File: src/rtl/pc_unit_ras_pkg.sv
// Shared defaults and redirect-source encoding for the PC unit with return-address stack.
package pc_unit_ras_pkg;

  localparam int          DEF_SIZE      = 32;
  localparam int          DEF_INC       = 4;
  localparam logic [31:0] DEF_RESET_VEC = 32'h0000_0000;
  localparam logic [31:0] DEF_TRAP_VEC  = 32'h0000_0080;
  localparam int          DEF_RAS_DEPTH = 4;

  // Where the next pc comes from, in decreasing priority order.
  typedef enum logic [3:0] {
    RST,
    TRAP,
    HOLD,
    TAIL,
    CALL,
    RET,
    RET_UNF,
    BR,
    SEQ
  } redirect_src_e;

endpackage

File: src/rtl/pc_unit_ras_stack.sv
// Circular return-address stack: a write pointer plus an occupancy count.
// When full, a push lands on the oldest slot, so the newest entries survive.
module ras_stack
  import pc_unit_ras_pkg::*;
#(
  parameter int SIZE      = DEF_SIZE,
  parameter int RAS_DEPTH = DEF_RAS_DEPTH
) (
  input  logic            clk,
  input  logic            reset,
  input  logic            push,
  input  logic            pop,
  input  logic            replace,
  input  logic [SIZE-1:0] wdata,
  output logic [SIZE-1:0] rdata,
  output logic            empty,
  output logic            full,
  output logic            ovf_evt
);

  localparam int PW = $clog2(RAS_DEPTH);
  localparam int CW = PW + 1;

  logic [SIZE-1:0] stack_q [RAS_DEPTH];
  logic [PW-1:0]   wr_ptr_q;
  logic [PW-1:0]   top_ptr;
  logic [CW-1:0]   count_q;

  assign top_ptr = wr_ptr_q - PW'(1);
  assign rdata   = stack_q[top_ptr];
  assign empty   = (count_q == '0);
  assign full    = (count_q == CW'(RAS_DEPTH));
  assign ovf_evt = push & full;

  // Pointer and count: push wins over pop; a pop on an empty stack is ignored.
  always_ff @(posedge clk) begin
    if (reset) begin
      wr_ptr_q <= '0;
      count_q  <= '0;
    end else if (push) begin
      wr_ptr_q <= wr_ptr_q + PW'(1);
      if (!full) count_q <= count_q + CW'(1);
    end else if (pop && !empty) begin
      wr_ptr_q <= wr_ptr_q - PW'(1);
      count_q  <= count_q - CW'(1);
    end
  end

  // Stack storage; contents are don't-care after reset, so no reset here.
  always_ff @(posedge clk) begin
    if (push) begin
      stack_q[wr_ptr_q] <= wdata;
    end else if (replace) begin
      stack_q[top_ptr] <= wdata;
    end
  end

endmodule

File: src/rtl/pc_unit_ras.sv
// Fetch-stage program counter with sequential, branch, call/return, trap and stall handling.
module pc_unit_ras
  import pc_unit_ras_pkg::*;
#(
  parameter int              SIZE      = DEF_SIZE,
  parameter int              INC       = DEF_INC,
  parameter logic [SIZE-1:0] RESET_VEC = DEF_RESET_VEC,
  parameter logic [SIZE-1:0] TRAP_VEC  = DEF_TRAP_VEC,
  parameter int              RAS_DEPTH = DEF_RAS_DEPTH
) (
  input  logic            clk,
  input  logic            reset,
  input  logic            stall,
  input  logic            branch,
  input  logic            call,
  input  logic            ret,
  input  logic            trap,
  input  logic [SIZE-1:0] branch_target,
  output logic [SIZE-1:0] pc,
  output logic [SIZE-1:0] pc_4,
  output logic            ras_empty,
  output logic            ras_full,
  output logic            ras_ovf,
  output logic            ras_unf
);

  redirect_src_e   src;
  logic [SIZE-1:0] pc_next;
  logic [SIZE-1:0] ras_top;
  logic            ras_push;
  logic            ras_pop;
  logic            ras_replace;
  logic            ovf_evt;
  logic            set_unf;

  assign pc_4 = pc + SIZE'(INC);

  ras_stack #(
    .SIZE      (SIZE),
    .RAS_DEPTH (RAS_DEPTH)
  ) u_ras (
    .clk     (clk),
    .reset   (reset),
    .push    (ras_push),
    .pop     (ras_pop),
    .replace (ras_replace),
    .wdata   (pc_4),
    .rdata   (ras_top),
    .empty   (ras_empty),
    .full    (ras_full),
    .ovf_evt (ovf_evt)
  );

  // Priority decode of the redirect source, first match wins.
  always_comb begin
    src = SEQ;
    if (reset)                  src = RST;
    else if (trap)              src = TRAP;
    else if (stall)             src = HOLD;
    else if (call && ret)       src = TAIL;
    else if (call)              src = CALL;
    else if (ret && !ras_empty) src = RET;
    else if (ret)               src = RET_UNF;
    else if (branch)            src = BR;
  end

  // Next pc and stack commands for the selected source.
  always_comb begin
    pc_next     = pc_4;
    ras_push    = 1'b0;
    ras_pop     = 1'b0;
    ras_replace = 1'b0;
    set_unf     = 1'b0;
    unique case (src)
      RST:     pc_next = RESET_VEC;
      TRAP:    pc_next = TRAP_VEC;
      HOLD:    pc_next = pc;
      TAIL: begin
        // A tail call reuses the caller's slot; with nothing to reuse it is a push.
        pc_next     = branch_target;
        ras_push    = ras_empty;
        ras_replace = !ras_empty;
      end
      CALL: begin
        pc_next  = branch_target;
        ras_push = 1'b1;
      end
      RET: begin
        pc_next = ras_top;
        ras_pop = 1'b1;
      end
      RET_UNF: begin
        pc_next = pc_4;
        set_unf = 1'b1;
      end
      BR:      pc_next = branch_target;
      default: pc_next = pc_4;
    endcase
  end

  // Fetch address register.
  always_ff @(posedge clk) begin
    if (reset) pc <= RESET_VEC;
    else       pc <= pc_next;
  end

  // Sticky overflow/underflow flags, cleared only by reset.
  always_ff @(posedge clk) begin
    if (reset) begin
      ras_ovf <= 1'b0;
      ras_unf <= 1'b0;
    end else begin
      if (ovf_evt) ras_ovf <= 1'b1;
      if (set_unf) ras_unf <= 1'b1;
    end
  end

endmodule
File: config.mk
export PLATFORM = sky130hd
export DESIGN_NAME = pc_unit_ras
export DESIGN_NICKNAME = d
export VERILOG_FILES = /design/src/rtl/pc_unit_ras_pkg.sv /design/src/rtl/pc_unit_ras_stack.sv /design/src/rtl/pc_unit_ras.sv
export SDC_FILE = /design/constraint.sdc
export NUM_CORES = 1
export LEC_CHECK = 0
export BUFFER_PORTS_ARGS = -buffer_cell sky130_fd_sc_hd__buf_2
export CORE_UTILIZATION = 52
export DETAILED_ROUTE_END_ITERATION = 10
export GPL_TIMING_DRIVEN = 0
export PLACE_DENSITY = 0.73
export SLEW_MARGIN = 0
export SYNTH_ARGS = -nofsm -noshare
export SYNTH_HDL_FRONTEND = slang
export SYNTH_SLANG_ARGS = --single-unit
File: constraint.sdc
create_clock -name clk -period 4.72 [get_ports clk]
set_input_delay 0.236 -clock clk [delete_from_list [all_inputs] [get_ports clk]]
set_output_delay 0.236 -clock clk [all_outputs]
set_load 0.005 [all_outputs]
; ---- Word level (Yosys, flattened, before mapping)
; Memories as Yosys holds them, arrays and structs flattened.
; Index checks and enable logic that the tools add are counted.
[word_totals]
reg_bits = 39
mem_bits_rw = 128
input_bits = 39
output_inout_bits = 68
word_cells = 57
mem_count = 1
[op_classes]
add_sub_neg = 5
n_eq_ne = 9
mux = 26
bitwise_logic = 1
reduce_logical = 10
[mem_list]
columns = name, depth, word_bits, read_ports, rd_ports_with_merged_regs, write_ports, line_no
row1 = u_ras.stack_q, 4, 32, 1, 0, 1, pc_unit_ras_stack.sv:24  ; logic [SIZE-1:0] stack_q [RAS_DEPTH];
[ops]
columns = op, n
row1 = 32-bit case mux with 5 select lines, 1
row2 = 32-bit by 3-bit adder with 32-bit output (second input constant), 1
row3 = 32-bit 2-to-1 mux, 1
row4 = 4-bit 2-to-1 mux, 8
row5 = 32-bit OR reduction, 1
row6 = 4-bit by 3-bit == test with 1-bit output (second input constant), 4
row7 = 1-bit 2-to-1 mux, 9
row8 = 3-bit 2-to-1 mux, 3
row9 = 4-bit by 2-bit == test with 1-bit output (second input constant), 2
row10 = 2-bit 2-to-1 mux, 3
row11 = 4-bit by 1-bit == test with 1-bit output (second input constant), 1
row12 = 4-bit zero test, 1
row13 = 3-bit by 1-bit adder with 3-bit output (second input constant), 1
row14 = 3-bit == test (second input constant), 1
row15 = 1-bit logical AND, 3
row16 = 3-bit zero test, 1
row17 = 3-bit OR reduction, 1
row18 = 3-bit by 1-bit subtractor with 3-bit output (second input constant), 1
row19 = 2-bit by 1-bit adder with 2-bit output (second input constant), 1
row20 = 2-bit inequality test (second input constant), 1
row21 = 1-bit case mux with 2 select lines, 1
row22 = 2-bit AND reduction, 1
row23 = 2-bit nonzero test, 1
row24 = 2-bit by 1-bit subtractor with 2-bit output (second input constant), 1
row25 = other kinds (2), 2

; ---- Longest topological paths before layout
[depth]
depth_word = 16
mapped_depth = 8

; ---- By module
; Synthesis repeated with hierarchy kept, for this count alone.
[hier_totals]
hier_cells = 519
hier_area_um2 = 7582.3
[by_module_without_submodules]
columns = mod, instances, cells_per_inst, area_per_inst_um2, seq_area_each_um2
row1 = ras_stack, 1, 216, 5024.8, 3943.8
row2 = pc_unit_ras, 1, 303, 2557.5, 680.7

; ---- Worst setup path after synthesis
; Ideal clock, no wire load.
[synth_timing]
path_kind = reg-to-reg
startpoint = register u_ras.wr_ptr_q[0]
endpoint = memory u_ras.stack_q[0][0] (netlist name) (enable)
setup_ns = 0.513
t_arrival_ns = 4.696
required_ns = 4.207
path_slack_ns = -0.489
path_stages_with_launch = 6
period_less_slack_ns = 5.209
path_cell_list = dfxtp_1 > buf_2 > buf_2 > buf_2 > nor2_1 > nor4b_1
[synth_via]
elab_chain_len = 2
[synth_rtl]
columns = item, line_no
row1 = start: declaration, pc_unit_ras_stack.sv:25  ; logic [PW-1:0] wr_ptr_q;
row2 = start signal: assignment, pc_unit_ras_stack.sv:41  ; wr_ptr_q <= wr_ptr_q + PW'(1);
row3 = start signal: assignment, pc_unit_ras_stack.sv:44  ; wr_ptr_q <= wr_ptr_q - PW'(1);
row4 = 2-bit by 1-bit subtractor with 2-bit output, pc_unit_ras_stack.sv:29  ; assign top_ptr = wr_ptr_q - PW'(1);
row5 = 2-bit 2-to-1 mux (no source line) (*), -
row6 = end: declaration, pc_unit_ras_stack.sv:24
; Every way passes the cells marked *; elsewhere a longest branch is shown, timed or not.

; ---- Worst setup path after layout
[layout_timing]
startpoint = register pc[2]
endpoint = output port pc_4[30]
[layout_via]
elab_chain_len = 1
[layout_rtl]
columns = item, line_no
row1 = start: declaration, pc_unit_ras.sv:19  ; output logic [SIZE-1:0] pc,
row2 = start signal: assignment, pc_unit_ras.sv:104  ; else pc <= pc_next;
row3 = 32-bit by 3-bit adder with 32-bit output, pc_unit_ras.sv:36  ; assign pc_4 = pc + SIZE'(INC);
row4 = end: declaration, pc_unit_ras.sv:20  ; output logic [SIZE-1:0] pc_4,
; Every way passes these cells.

==> summary.txt <==
Synthesis
  – Register area share after synthesis: 61.4%
  – Syn nets: 591
  – Main combinational cell family by area after synthesis: compound AO/OA/AOI/OAI gates
  – Top_reg_cell synth: edfxtp_1
  – Asr flop ratio synth: 0%
  – Mapped Avg Cell Area: 13.7 sq um
  – Synth Instances: 550
  – Post-synthesis compound-gate area fraction: 11.4%
  – Number of register bits inferred by synthesis: 167
  – Post-Syn Area: 7530 sq um
  – Post-Synth XOR/XNOR Area: 3.61%
  – Post-synth EDFFs: 128
  – Synth warnings: 0
  – Post-Synth Simple-Gate Area: around a tenth
  – Adder-cell share of the synthesized area: less than 1%
  – Mux cell area share after synthesis: 9.84%
  – Distinct cells, synth: 62

Routing
  – DR iter-0 viols: 546
  – Antenna Nets Post-Route: 0
  – Pre-Repair DR Iteration Count: 5
  – Final wirelength: 19.5 mm
  – Vias per inst: 6.30
  – DR WL/cell: 22.3 um
  – Residual DRC: 0
  – Via count: around 5500

Clocking
  – CTS Buffer Depth: 2
  – Root Driver: clkbuf_16
  – CTS tree: done
  – Total CTS buffers: 17
  – Post-cts sizing count: 0
  – Hold_buf cts: 0
  – Post-CTS Setup Inserts: 0
  – Sinks on Clock Net: 167
  – CTS H-tree depth: 4
  – Clock latency on the worst-skew pair: roughly 0.43 ns
  – Clock input transition at the sequential cells of the worst setup and hold paths: 0.06 ns

Worst setup path
  – Max FO, Critical Path: 8
  – Worst EP arrival: 3.30 ns
  – Largest stage delay on the critical path: 0.62 ns
  – Slowest-stage cell, CP: nor4_1
  – CP endpoint kind: output port
  – Crit path cell chain: ha_1, nand2_1, nor4_1, and3_1, clkbuf_2, nand2_1, xnor2_1, buf_2
  – Critical path launch point type: flop
  – CP required: 4.48 ns
  – Most used cell, CP: nand2_1
  – Register-to-Register Path Depth: 4
  – Setup CP Type: flop to output port
  – Flop-to-flop setup slack: 1.47 ns
  – RR Endpoint: u_ras.stack_q[2][15]
  – Start of the worst register-to-register path: u_ras.wr_ptr_q[1]

Placement
  – Placer Congestion: 0.900
  – Detailed Place HPWL: around 14 mm
  – Pre-CTS WS: 1.49 ns
  – PortBufs: approximately 110
  – Area after DPL: 8390 sq um

Floorplan
  – Core area: about 14000 sq um
  – Die Wd: 122 um
  – IO Pins: 107
  – Site Rows: between 40 and 50
  – Die H: 122 um
  – Starting Density: 53.8%
  – Die ar.: around 15000 sq um

Timing
  – Max frequency: 283 MHz
  – Clock Skew: 0.00928 ns
  – Fin. max-slew vios: 0
  – Ratio of final minimum period to clock period: 74.9%
  – Max_slew headroom: 36.3%
  – Fin worst setup slack: 1.18 ns
  – Fin. Hold Viols: 0
  – RSZ-0062 raised after global routing: false
  – Fin crit period: 3.54 ns
  – Worst-margin pin slew: about 0.96 ns
  – TNS Setup: 0 ns
  – Final setup viols: 0

Global routing
  – Largest net degree at the start of global routing: 33
  – Vias in the first global route: ~5400
  – Grt total ovfl: 0
  – Gr usage total: 27.3%
  – Initial antenna violation count: 0
  – First-pass GRT wire length: 29.2 mm

Hold path
  – Worst hold endpoint: pc[0]
  – Hold depth: 3
  – Min-delay src: branch_target[0]
  – Hold WC Path Type: primary input to flop

Final layout
  – Most frequent cells in the layout: 128 x edfxtp_1, 115 x buf_2, 39 x nor2_1, 39 x dfxtp_1, 32 x mux4_2
  – Share of layout cells above drive strength 1: 29.2%
  – # diodes: 0
  – # nets final: between 700 and 800
  – Leading cell type in the layout, fill and taps excluded: edfxtp_1
  – Layout Cell Area excl Fill: 9010 sq um
  – P&R area growth vs syn: 19.7%

Pwr
  – Pwr per Cell Area: 365 nW/um^2
  – Max IR drop VDD: between 0.0002 and 0.0003 V
  – Leak: 3.37 nW

Flow run
  – Max Cap Viol: 0

Outcome
  – Status: completed
-- per-layer routing --
layer	up-vias	wire length, um	track usage, %
li1	2434	-	-
met1	2723	7940	36.7
met2	293	9270	41.3
met3	43	1800	7.34
met4	0	469	13.2
met5	-	0	0
-- power breakdown --
group          internal [W]  switching (W)
sequential          0.00160      0.0000257
combinational     0.0000926       0.000126
clock              0.000900       0.000547
total               0.00259       0.000698
-- registers in the layout, summed over array words and instances (netlist names) --
register,count
u_ras.stack_q,128
ras_ovf,1
pc,32
ras_unf,1
u_ras.count_q,3
u_ras.wr_ptr_q,2
-- synth_stat cells, drive strengths merged, types with 2 or more instances --
cell	count	area, sq um
or4	2	18.8
a31oi	4	25.0
o22ai	2	12.5
inv	13	48.8
nand4	4	31.3
a21oi	31	155
o21ai	13	65.1
a211oi	2	20.0
xor2	11	96.3
o21a	5	37.5
a221o	14	140
a2111o	3	33.8
or2	4	25.0
nand3	22	110
o22a	5	43.8
and3	6	37.5
a21o	2	15.0
and2	6	37.5
mux2i	2	20.0
a222oi	3	30.0
mux4	32	721
and4	2	17.5
edfxtp	128	3840
dfxtp	39	781
xnor2	20	175
o31ai	3	36.3
buf	15	76.3
a2bb2oi	7	61.3
a221oi	8	70.1
nor2b	2	12.5
nor4	7	43.8
or3	3	23.8
clkbuf	21	80.1
nor2	40	150
nand2	27	101
nor4b	5	56.3
or4b	2	20.0
nor3	18	90.1
a211o	3	26.3
-- cell type report --
class	count	area [sq um]
Buffer	36	156
Clock buffer	24	502
Clock inverter	8	120
Fill cell	1055	4970
Inverter	13	48.8
Multi-Input combinational cell	334	2740
Sequential cell	167	4620
Tap cell	180	225
Timing Repair Buffer	110	603
-- worst max-delay path by stage --
stage / slack, ns / cells past startpoint / to / from
after floorplan: 1.11 / 5 / u_ras.stack_q[0][0] / u_ras.wr_ptr_q[0]
after global placement: -0.61 / 5 / u_ras.stack_q[0][18] / u_ras.wr_ptr_q[0]
after detailed placement: 1.49 / 4 / u_ras.stack_q[2][18] / u_ras.wr_ptr_q[1]
after CTS: 1.31 / 8 / pc_4[30] / pc[2]
after global routing: 1.03 / 8 / pc_4[30] / pc[2]
final: 1.18 / 8 / pc_4[30] / pc[2]
-- logic make-up (layout without fill, tap and decap cells) --
logic type                 count (synthesis)  after routing
DFF                                      167            167
muxes                                     34             34
AOI/OAI and AO/OA                        114            114
xor gates and xnor gates                  31             31
buffers and inverters                     49            191
and+or+nand+nor                          153            153
adders and majority gates                  2              2
-- metrics by stage --
stage	utilization, %	hold WS [ns]	instances	power, W
final	64.4	0.0346	872	0.00329
after global routing	64.4	0.0298	872	0.00338
after CTS	64.4	0.0248	872	0.00330
after detailed placement	60.0	0.472	840	0.00187
after global placement	59.2	0.449	835	0.00186
after floorplan	-	0.355	550	0.00177
-- critical path: cells and delay by family, from the launching register on --
family                   cells  cell delay [ns]
adder cells (fa/ha/maj)      1             0.40
AND/OR/NAND/NOR              4             1.17
XOR/XNOR                     1             0.39
buffers and inverters        2             0.40
flip-flops                   1             0.51
No activity file was read; power rests on OpenSTA's default activity.
